### src/rtl/issue_ctrl_if.sv
// Decode-to-execute issue bus: dual push from decode,
// dual issue toward the two execute pipes, plus redirect flush.
interface issue_ctrl_if #(
  parameter int ENTRY_W = 85
);
  logic               flush;
  logic [1:0]         in_valid;
  logic [ENTRY_W-1:0] in_entry0;
  logic [ENTRY_W-1:0] in_entry1;
  logic               in_ready;
  logic               issue_ready;
  logic               issue0_valid;
  logic [ENTRY_W-1:0] issue0_entry;
  logic               issue1_valid;
  logic [ENTRY_W-1:0] issue1_entry;

  modport master (
    output flush, in_valid, in_entry0, in_entry1, issue_ready,
    input  in_ready, issue0_valid, issue0_entry,
    input  issue1_valid, issue1_entry
  );

  modport slave (
    input  flush, in_valid, in_entry0, in_entry1, issue_ready,
    output in_ready, issue0_valid, issue0_entry,
    output issue1_valid, issue1_entry
  );
endinterface

### src/rtl/issue_ctrl.sv
// Dual-issue scheduler: circular queue with pairing rules,
// branch/delay-slot coupling and redirect flush handling.
module issue_ctrl #(
  parameter int DEPTH   = 8,
  parameter int PTR_W   = 3,
  parameter int ENTRY_W = 85
) (
  input logic         clk,
  input logic         rst,
  issue_ctrl_if.slave bus
);
  typedef enum logic {
    NORMAL  = 1'b0,
    DS_WAIT = 1'b1
  } state_t;

  localparam logic [PTR_W:0] FULL_LVL = (PTR_W+1)'(DEPTH-2);

  logic [ENTRY_W-1:0] r_q [DEPTH];
  logic [PTR_W-1:0]   r_rd;
  logic [PTR_W-1:0]   r_wr;
  logic [PTR_W:0]     r_cnt;
  state_t             r_st;
  logic               r_pend;

  logic [ENTRY_W-1:0] w_e0;
  logic [ENTRY_W-1:0] w_e1;
  logic               w_haz;
  logic               w_c0;
  logic               w_c1;
  logic               w_one;
  logic               w_two;
  logic               w_v0;
  logic               w_v1;
  logic [1:0]         w_pop;
  logic [1:0]         w_push;
  logic               w_clr;
  logic               w_to_ds;

  assign w_e0  = r_q[r_rd];
  assign w_e1  = r_q[r_rd + PTR_W'(1)];
  assign w_c0  = |w_e0[4:2];
  assign w_c1  = |w_e1[4:2];
  assign w_one = (r_cnt != '0);
  assign w_two = (r_cnt >= (PTR_W+1)'(2));

  assign w_haz = w_e0[20] & (w_e0[19:15] != 5'd0) &
                 ((w_e1[14:10] == w_e0[19:15]) |
                  (w_e1[9:5]   == w_e0[19:15]));

  always_comb begin
    w_v0 = 1'b0;
    w_v1 = 1'b0;
    if (r_st == DS_WAIT) begin
      w_v0 = w_one;
    end else if (bus.flush) begin
      w_v0 = 1'b0;
    end else if (w_c0) begin
      w_v0 = w_two;
      w_v1 = w_two & ~w_haz;
    end else begin
      w_v0 = w_one;
      w_v1 = w_two & ~w_c1 & ~w_haz &
             ~(w_e0[1] & w_e1[1]) &
             ~(w_e0[0] & w_e1[0]);
    end
  end

  assign w_pop = bus.issue_ready ?
                 ({1'b0, w_v0} + {1'b0, w_v1}) : 2'd0;

  // a pending redirect lands once the delay slot leaves
  assign w_clr = (r_st == NORMAL) ? bus.flush :
                 ((w_pop != 2'd0) & (r_pend | bus.flush));

  assign w_push = (bus.in_ready & ~w_clr) ?
                  ({1'b0, bus.in_valid[0]} +
                   {1'b0, bus.in_valid[1]}) : 2'd0;

  assign w_to_ds = (r_st == NORMAL) & ~bus.flush &
                   (w_pop != 2'd0) & w_c0 & ~w_v1;

  assign bus.in_ready     = (r_cnt <= FULL_LVL);
  assign bus.issue0_valid = w_v0;
  assign bus.issue1_valid = w_v1;
  assign bus.issue0_entry = w_e0;
  assign bus.issue1_entry = w_e1;

  always_ff @(posedge clk) begin
    if (w_push != 2'd0)
      r_q[r_wr] <= bus.in_entry0;
    if (w_push == 2'd2)
      r_q[r_wr + PTR_W'(1)] <= bus.in_entry1;
  end

  always_ff @(posedge clk or posedge rst) begin
    if (rst) begin
      r_rd   <= '0;
      r_wr   <= '0;
      r_cnt  <= '0;
      r_st   <= NORMAL;
      r_pend <= 1'b0;
    end else if (w_clr) begin
      r_rd   <= '0;
      r_wr   <= '0;
      r_cnt  <= '0;
      r_st   <= NORMAL;
      r_pend <= 1'b0;
    end else begin
      r_rd  <= r_rd + PTR_W'(w_pop);
      r_wr  <= r_wr + PTR_W'(w_push);
      r_cnt <= r_cnt + (PTR_W+1)'(w_push)
                     - (PTR_W+1)'(w_pop);
      if (r_st == NORMAL) begin
        if (w_to_ds)
          r_st <= DS_WAIT;
      end else if (w_pop != 2'd0) begin
        r_st <= NORMAL;
      end else if (bus.flush) begin
        r_pend <= 1'b1;
      end
    end
  end
endmodule

### src/flat_wrapper.sv
// flat-port wrapper written by rule: the top's interface ports become plain ports
module issue_ctrl_flat 
#(
  parameter int DEPTH   = 8,
  parameter int PTR_W   = 3,
  parameter int ENTRY_W = 85
)
  (clk, rst, bus_flush, bus_in_valid, bus_in_entry0, bus_in_entry1, bus_issue_ready, bus_in_ready, bus_issue0_valid, bus_issue0_entry, bus_issue1_valid, bus_issue1_entry);
  issue_ctrl_if #(.ENTRY_W(ENTRY_W)) bus_i ();
  input logic clk;
  input logic rst;
  input wire logic [$bits(bus_i.flush)-1:0] bus_flush;
  input wire logic [$bits(bus_i.in_valid)-1:0] bus_in_valid;
  input wire logic [$bits(bus_i.in_entry0)-1:0] bus_in_entry0;
  input wire logic [$bits(bus_i.in_entry1)-1:0] bus_in_entry1;
  input wire logic [$bits(bus_i.issue_ready)-1:0] bus_issue_ready;
  output wire logic [$bits(bus_i.in_ready)-1:0] bus_in_ready;
  output wire logic [$bits(bus_i.issue0_valid)-1:0] bus_issue0_valid;
  output wire logic [$bits(bus_i.issue0_entry)-1:0] bus_issue0_entry;
  output wire logic [$bits(bus_i.issue1_valid)-1:0] bus_issue1_valid;
  output wire logic [$bits(bus_i.issue1_entry)-1:0] bus_issue1_entry;
  assign bus_i.flush = bus_flush;
  assign bus_i.in_valid = bus_in_valid;
  assign bus_i.in_entry0 = bus_in_entry0;
  assign bus_i.in_entry1 = bus_in_entry1;
  assign bus_i.issue_ready = bus_issue_ready;
  assign bus_in_ready = bus_i.in_ready;
  assign bus_issue0_valid = bus_i.issue0_valid;
  assign bus_issue0_entry = bus_i.issue0_entry;
  assign bus_issue1_valid = bus_i.issue1_valid;
  assign bus_issue1_entry = bus_i.issue1_entry;
  issue_ctrl #(.DEPTH(DEPTH), .PTR_W(PTR_W), .ENTRY_W(ENTRY_W)) u_core (.clk(clk), .rst(rst), .bus(bus_i));
endmodule
### config.mk
export PLATFORM = sky130hd
export DESIGN_NAME = issue_ctrl_flat
export DESIGN_NICKNAME = d
export VERILOG_FILES = /design/src/rtl/issue_ctrl_if.sv /design/src/rtl/issue_ctrl.sv /design/src/flat_wrapper.sv
export SDC_FILE = /design/constraint.sdc
export NUM_CORES = 1
export LEC_CHECK = 0
export ABC_AREA = 0
export CAP_MARGIN = 30
export CORE_UTILIZATION = 32
export DETAILED_ROUTE_END_ITERATION = 10
export SLEW_MARGIN = 10
export SYNTH_ARGS = -nofsm -noshare
export SYNTH_HDL_FRONTEND = slang
export SYNTH_SLANG_ARGS = --single-unit
### constraint.sdc
create_clock -name clk -period 16.3 [get_ports clk]
set_input_delay 3.26 -clock clk [delete_from_list [all_inputs] [get_ports clk]]
set_output_delay 3.26 -clock clk [all_outputs]
set_load 0.02 [all_outputs]
# == Yosys cells after proc, flatten, opt, wreduce, memory -nomap -nowiden ==
# Memories as Yosys holds them, arrays and structs flattened.
# Index checks and enable logic that the tools add are counted.
# Widths: inputs -> output; s select.
# totals
reg_bits,12
ram_bits,680
inputBits,176
memories,1
# mem_list
memory,words,width,rd,rd_ports_with_merged_regs,write_ports,line_no,source
u_core.r_q,8,85,2,0,2,issue_ctrl.sv:19,logic [ENTRY_W-1:0] r_q [DEPTH];
# op_classes
n_addsub,8
order_cmp,2
n_eq_ne,4
muxes,24
n_bitwise,25
reduce_logical,9
# ops
operator,count
$mux 1,19
$and 1x1->1,15
$eq 5x5->1,2
$not 1->1,8
$reduce_bool 2->1,4
$add 3x1->3 const B,2
$add 3x2->3,2
$mux 3,2
$reduce_or 3->1,2
$reduce_bool 5->1,1
$add 1x1->2,2
$add 4x2->4,1
$ge 4x2->1 const B,1
$le 4x3->1 const B,1
$mux 2,2
$mux 4,1
$reduce_bool 4->1,1
$sub 4x2->4,1
$reduce_and 3->1,1
$eq 2x2->1 const B,1
$ne 2x1->1 const B,1
$or 1x1->1,2

# == Logic depth before layout (Yosys ltp) ==
# An unclocked memory read counts as a cell.
# depth
ltp_word,23
ltp_mapped,23

# == Worst setup path after synthesis ==
# No wires, ideal clock.
# synth_timing
kind,input to register
startpoint,in bus_flush
endpoint,mem u_core.r_q[2][0] (enable)
arrival_time_ns,11.200
required_ns,15.645
setup_slack_ns,4.445
stages,9
n_path_buf,0
path_cell_list,nor3_1 -> nand2_1 -> a21oi_1 -> ha_1 -> o21ai_1 -> a21oi_1 -> and2b_1 -> o211ai_1 -> o31ai_1
# synth_rtl
item,line_no,source
"start, declared",flat_wrapper.sv:12,input wire logic [$bits(bus_i.flush)-1:0] bus_flush;
"end, declared",issue_ctrl.sv:19,

==> impl_results.md <==
- Number of buffers added on ports: roughly 350
- Clk pwr share: 0.234
- Die outline width: 357 um
- Setup crit end kind: register
- Status: finished, final reports clean
- Startpoint Class: register
- Avg WL per Cell: 30.2 um
- Worst-path clk slew: approximately 0.060 ns
- Vias per cell: 5.69
- Skew-Pair Late Insertion Delay: between 0.6 and 0.7 ns
- Mapped cell area: 40400 um^2
- Overflow after GRT: 0
- Top cell type's share of synthesized area: 0.505
- Placed inst area: ~46000 um^2
- Final setup fails: 0
- Fin. max-slew vios: 0
- Cell Pwr Density: about 160 nW/um^2
- Synth-to-Final Area Change: 20.2%
- Worst EP required: roughly 17 ns
- Critical path class: reg -> reg
- Highest clock rate: approximately 0.1 GHz
- Initial antenna violation count: 29
- Hold EP: u_core.r_pend
- Gr usage total: 0.200
- Post-synth ARST share: 0.0173
- Routed WL: 129000 um
- Final setup TNS: 0 ns
- Min-delay src: u_core.r_pend
- R2r endpoint: u_core.r_q[0][70]
- DR vias: about 24000
- Syn_nets: 2447
- Slew @ Worst Pin: 1.14 ns
- P_sw: 2.71 mW
- Nets@finish: between 2000 and 3000
- Vias in the first global route: roughly 26000
- Data arrival, critical path: ~10 ns
- Worst min path class: reg -> reg
- Register-to-Register Path Depth: 18
- Gpl congestion: 0.791
- Yosys reg bits: 692
- Reg2Reg Setup Slack: 6.28 ns
- Final Util: 0.388
- Die height: 357 um
- Max_slew headroom: 0.238
- Gate Count Post-Synth: 2255
- Die ar.: roughly 130000 um^2
- Reg2Reg Launch Point: u_core.r_rd[1]
- Clock sink count: about 690
- Clock Tree Buf Depth: 3
- Pin count of the biggest net entering global routing: around 150
- DRT Pass-1 Iters: 5
- Fillcell total: 11326
- Synth warnings: 0
- CTS Buf Count: 80
- CTS H-tree lvls: 3
- Residual DRC count: 0
- Synth area leader: edfxtp_1
- Initial core utilization: 0.322
- Max_cap viols: 0
- Fin. Hold Viols: 0
- Detailed-placement wirelength estimate: around 80000 um
- Max IR drop VDD: ~0.00011 V
- First-pass GRT wire length: 185000 um
- Avg Inst Size Synth: ~18 um^2
- Sequential Power Share: 0.297
- Cell Int Power: 4.92 mW
- Leak pwr: 15.1 nW
- Hold depth: 2
- Post-CTS Setup Repair Bufs: 0
- Site Rows: between 100 and 150
- Finished Cell Area: 48600 um^2
- Most used DFF post-synth: edfxtp_1
- Initial DRC count: between 2000 and 2500
- Overall Power: roughly 7.6 mW
- Clk_skew: 0.0363 ns
- CTS tree: built
- Top cells by area, synth: edfxtp_1, mux2_2, mux4_2, buf_2, dfrtp_1
- EDFF count, synth: 680
- CP max FO: 44
- Unrepaired setup endpoints after global routing: no
- Post-cts resize count: 0
- Sequential element share of the synthesized area: 0.512
- Switch share: 0.355
- Final ANT Viol Nets: 0
- CTS root buffer: clkbuf_16
- Layout cells sized above 1: 0.521
- Fin crit share: 0.615
- # IOs: 349
- CORE AREA: between 100000 and 150000 um^2
- Hold_buf cts: 0
- Yosys cell types: 53
- Combinational share of power: 0.469
- Min cycle time layout: ~10 ns
power groups by stage:
| stage | Combinational (mW) | Sequential, mW | Clock (mW) |
|---|---|---|---|
| after global placement | 3.57 | 2.29 | 0 |
| final | 3.58 | 2.26 | 1.79 |
| after CTS | 3.64 | 2.26 | 1.83 |
| after floorplan | 2.26 | 2.27 | 0 |
| after detailed placement | 3.62 | 2.30 | 0 |
| after global routing | 3.79 | 2.28 | 1.89 |
layer usage:
layer / vias up / wire (um) / global-route usage
met5: - / 230 / 0
met4: 36 / 2580 / 0.0528
met3: 190 / 9530 / 0.0448
met2: 932 / 64400 / 0.338
met1: 13151 / 52400 / 0.259
li1: 10063 / - / -
Yosys cell counts (all sizes together) (9+ instances only):
| cell type | count |
|---|---|
| nor2 | 12 |
| buf | 142 |
| ha | 12 |
| mux4 | 352 |
| dfrtp | 12 |
| inv | 19 |
| mux2i | 18 |
| a21oi | 10 |
| xnor2 | 15 |
| nand2 | 10 |
| nor2b | 9 |
| mux2 | 842 |
| edfxtp | 680 |
| xor2 | 16 |
| clkbuf | 37 |
layout make-up:
type | count | area, um^2 | area share
flip-flops and latches | 692 | 20700 | 0.427
well taps | 1650 | 2060 | 0.0425
clock inverters | 38 | 433 | 0.00891
multi-input cells | 1365 | 18900 | 0.389
repair buffers | 406 | 4240 | 0.0872
diodes | 6 | 15.0 | 0.000309
inverters | 19 | 71.3 | 0.00147
clock buffers | 104 | 2120 | 0.0437
cell families after synthesis:
family,synth area share
muxes,0.435
DFF,0.512
buffers and inverters,0.0240
and+or+nand+nor,0.00857
AOI/OAI and AO/OA,0.00724
xor gates and xnor gates,0.00672
adders and majority gates,0.00569
cell usage in the layout, fill, tap and decap left out, types with 13 or more instances in the layout:
cell / Yosys / final
edfxtp_1: 680 / 680
xor2_1: 16 / 15
inv_1: 19 / 19
mux2i_1: 18 / 18
mux2_2: 828 / 828
clkbuf_1: 37 / 22
clkinv_1: 0 / 13
clkdlybuf4s50_1: 0 / 348
xnor2_1: 15 / 15
buf_4: 23 / 41
mux4_2: 349 / 349
clkbuf_16: 0 / 81
buf_16: 0 / 14
mux2_1: 14 / 14
registers in the layout, indices dropped and copies added (netlist names):
name / cells
u_core.r_cnt: 4
u_core.r_pend: 1
u_core.r_q: 680
u_core.r_rd: 3
u_core.r_st: 1
u_core.r_wr: 3
how the worst max path moves through the flow:
| stage | startpoint | end | cells past startpoint |
|---|---|---|---|
| 6_report | u_core.r_rd[1] | u_core.r_q[0][70] | 18 |
| 4_1_cts | u_core.r_rd[1] | u_core.r_q[6][71] | 19 |
| 3_3_place_gp | u_core.r_rd[1] | u_core.r_q[0][70] | 19 |
| 5_1_grt | u_core.r_rd[1] | u_core.r_q[0][70] | 19 |
| 3_5_place_dp | u_core.r_rd[1] | u_core.r_q[0][70] | 19 |
| 2_1_floorplan | bus_flush | u_core.r_q[2][0] | 9 |
critical path, stage by stage, from the launching register on:
cell,delay [ns]
dfrtp_4,0.74
ha_4,0.83
buf_4,0.80
buf_4,0.86
mux4_2,0.59
mux2_2,0.29
o41ai_1,0.49
nand2_1,0.13
a21oi_1,0.23
ha_1,0.29
o21ai_1,0.27
a21oi_1,0.31
and2b_1,0.34
nand2_1,0.17
nor3b_2,0.59
nand2_4,0.61
o31ai_4,0.40
buf_4,0.65
buf_4,0.82
per-stage QoR:
step	hold slack, ns	std cells	worst slack, ns
floorplan	0.526	2255	4.45
global placement	0.548	4115	6.20
detailed placement	0.554	4128	6.12
CTS	0.569	4270	6.09
global route	0.645	4279	5.54
finish	0.574	4280	6.28
(Power assumes the default switching activity.)
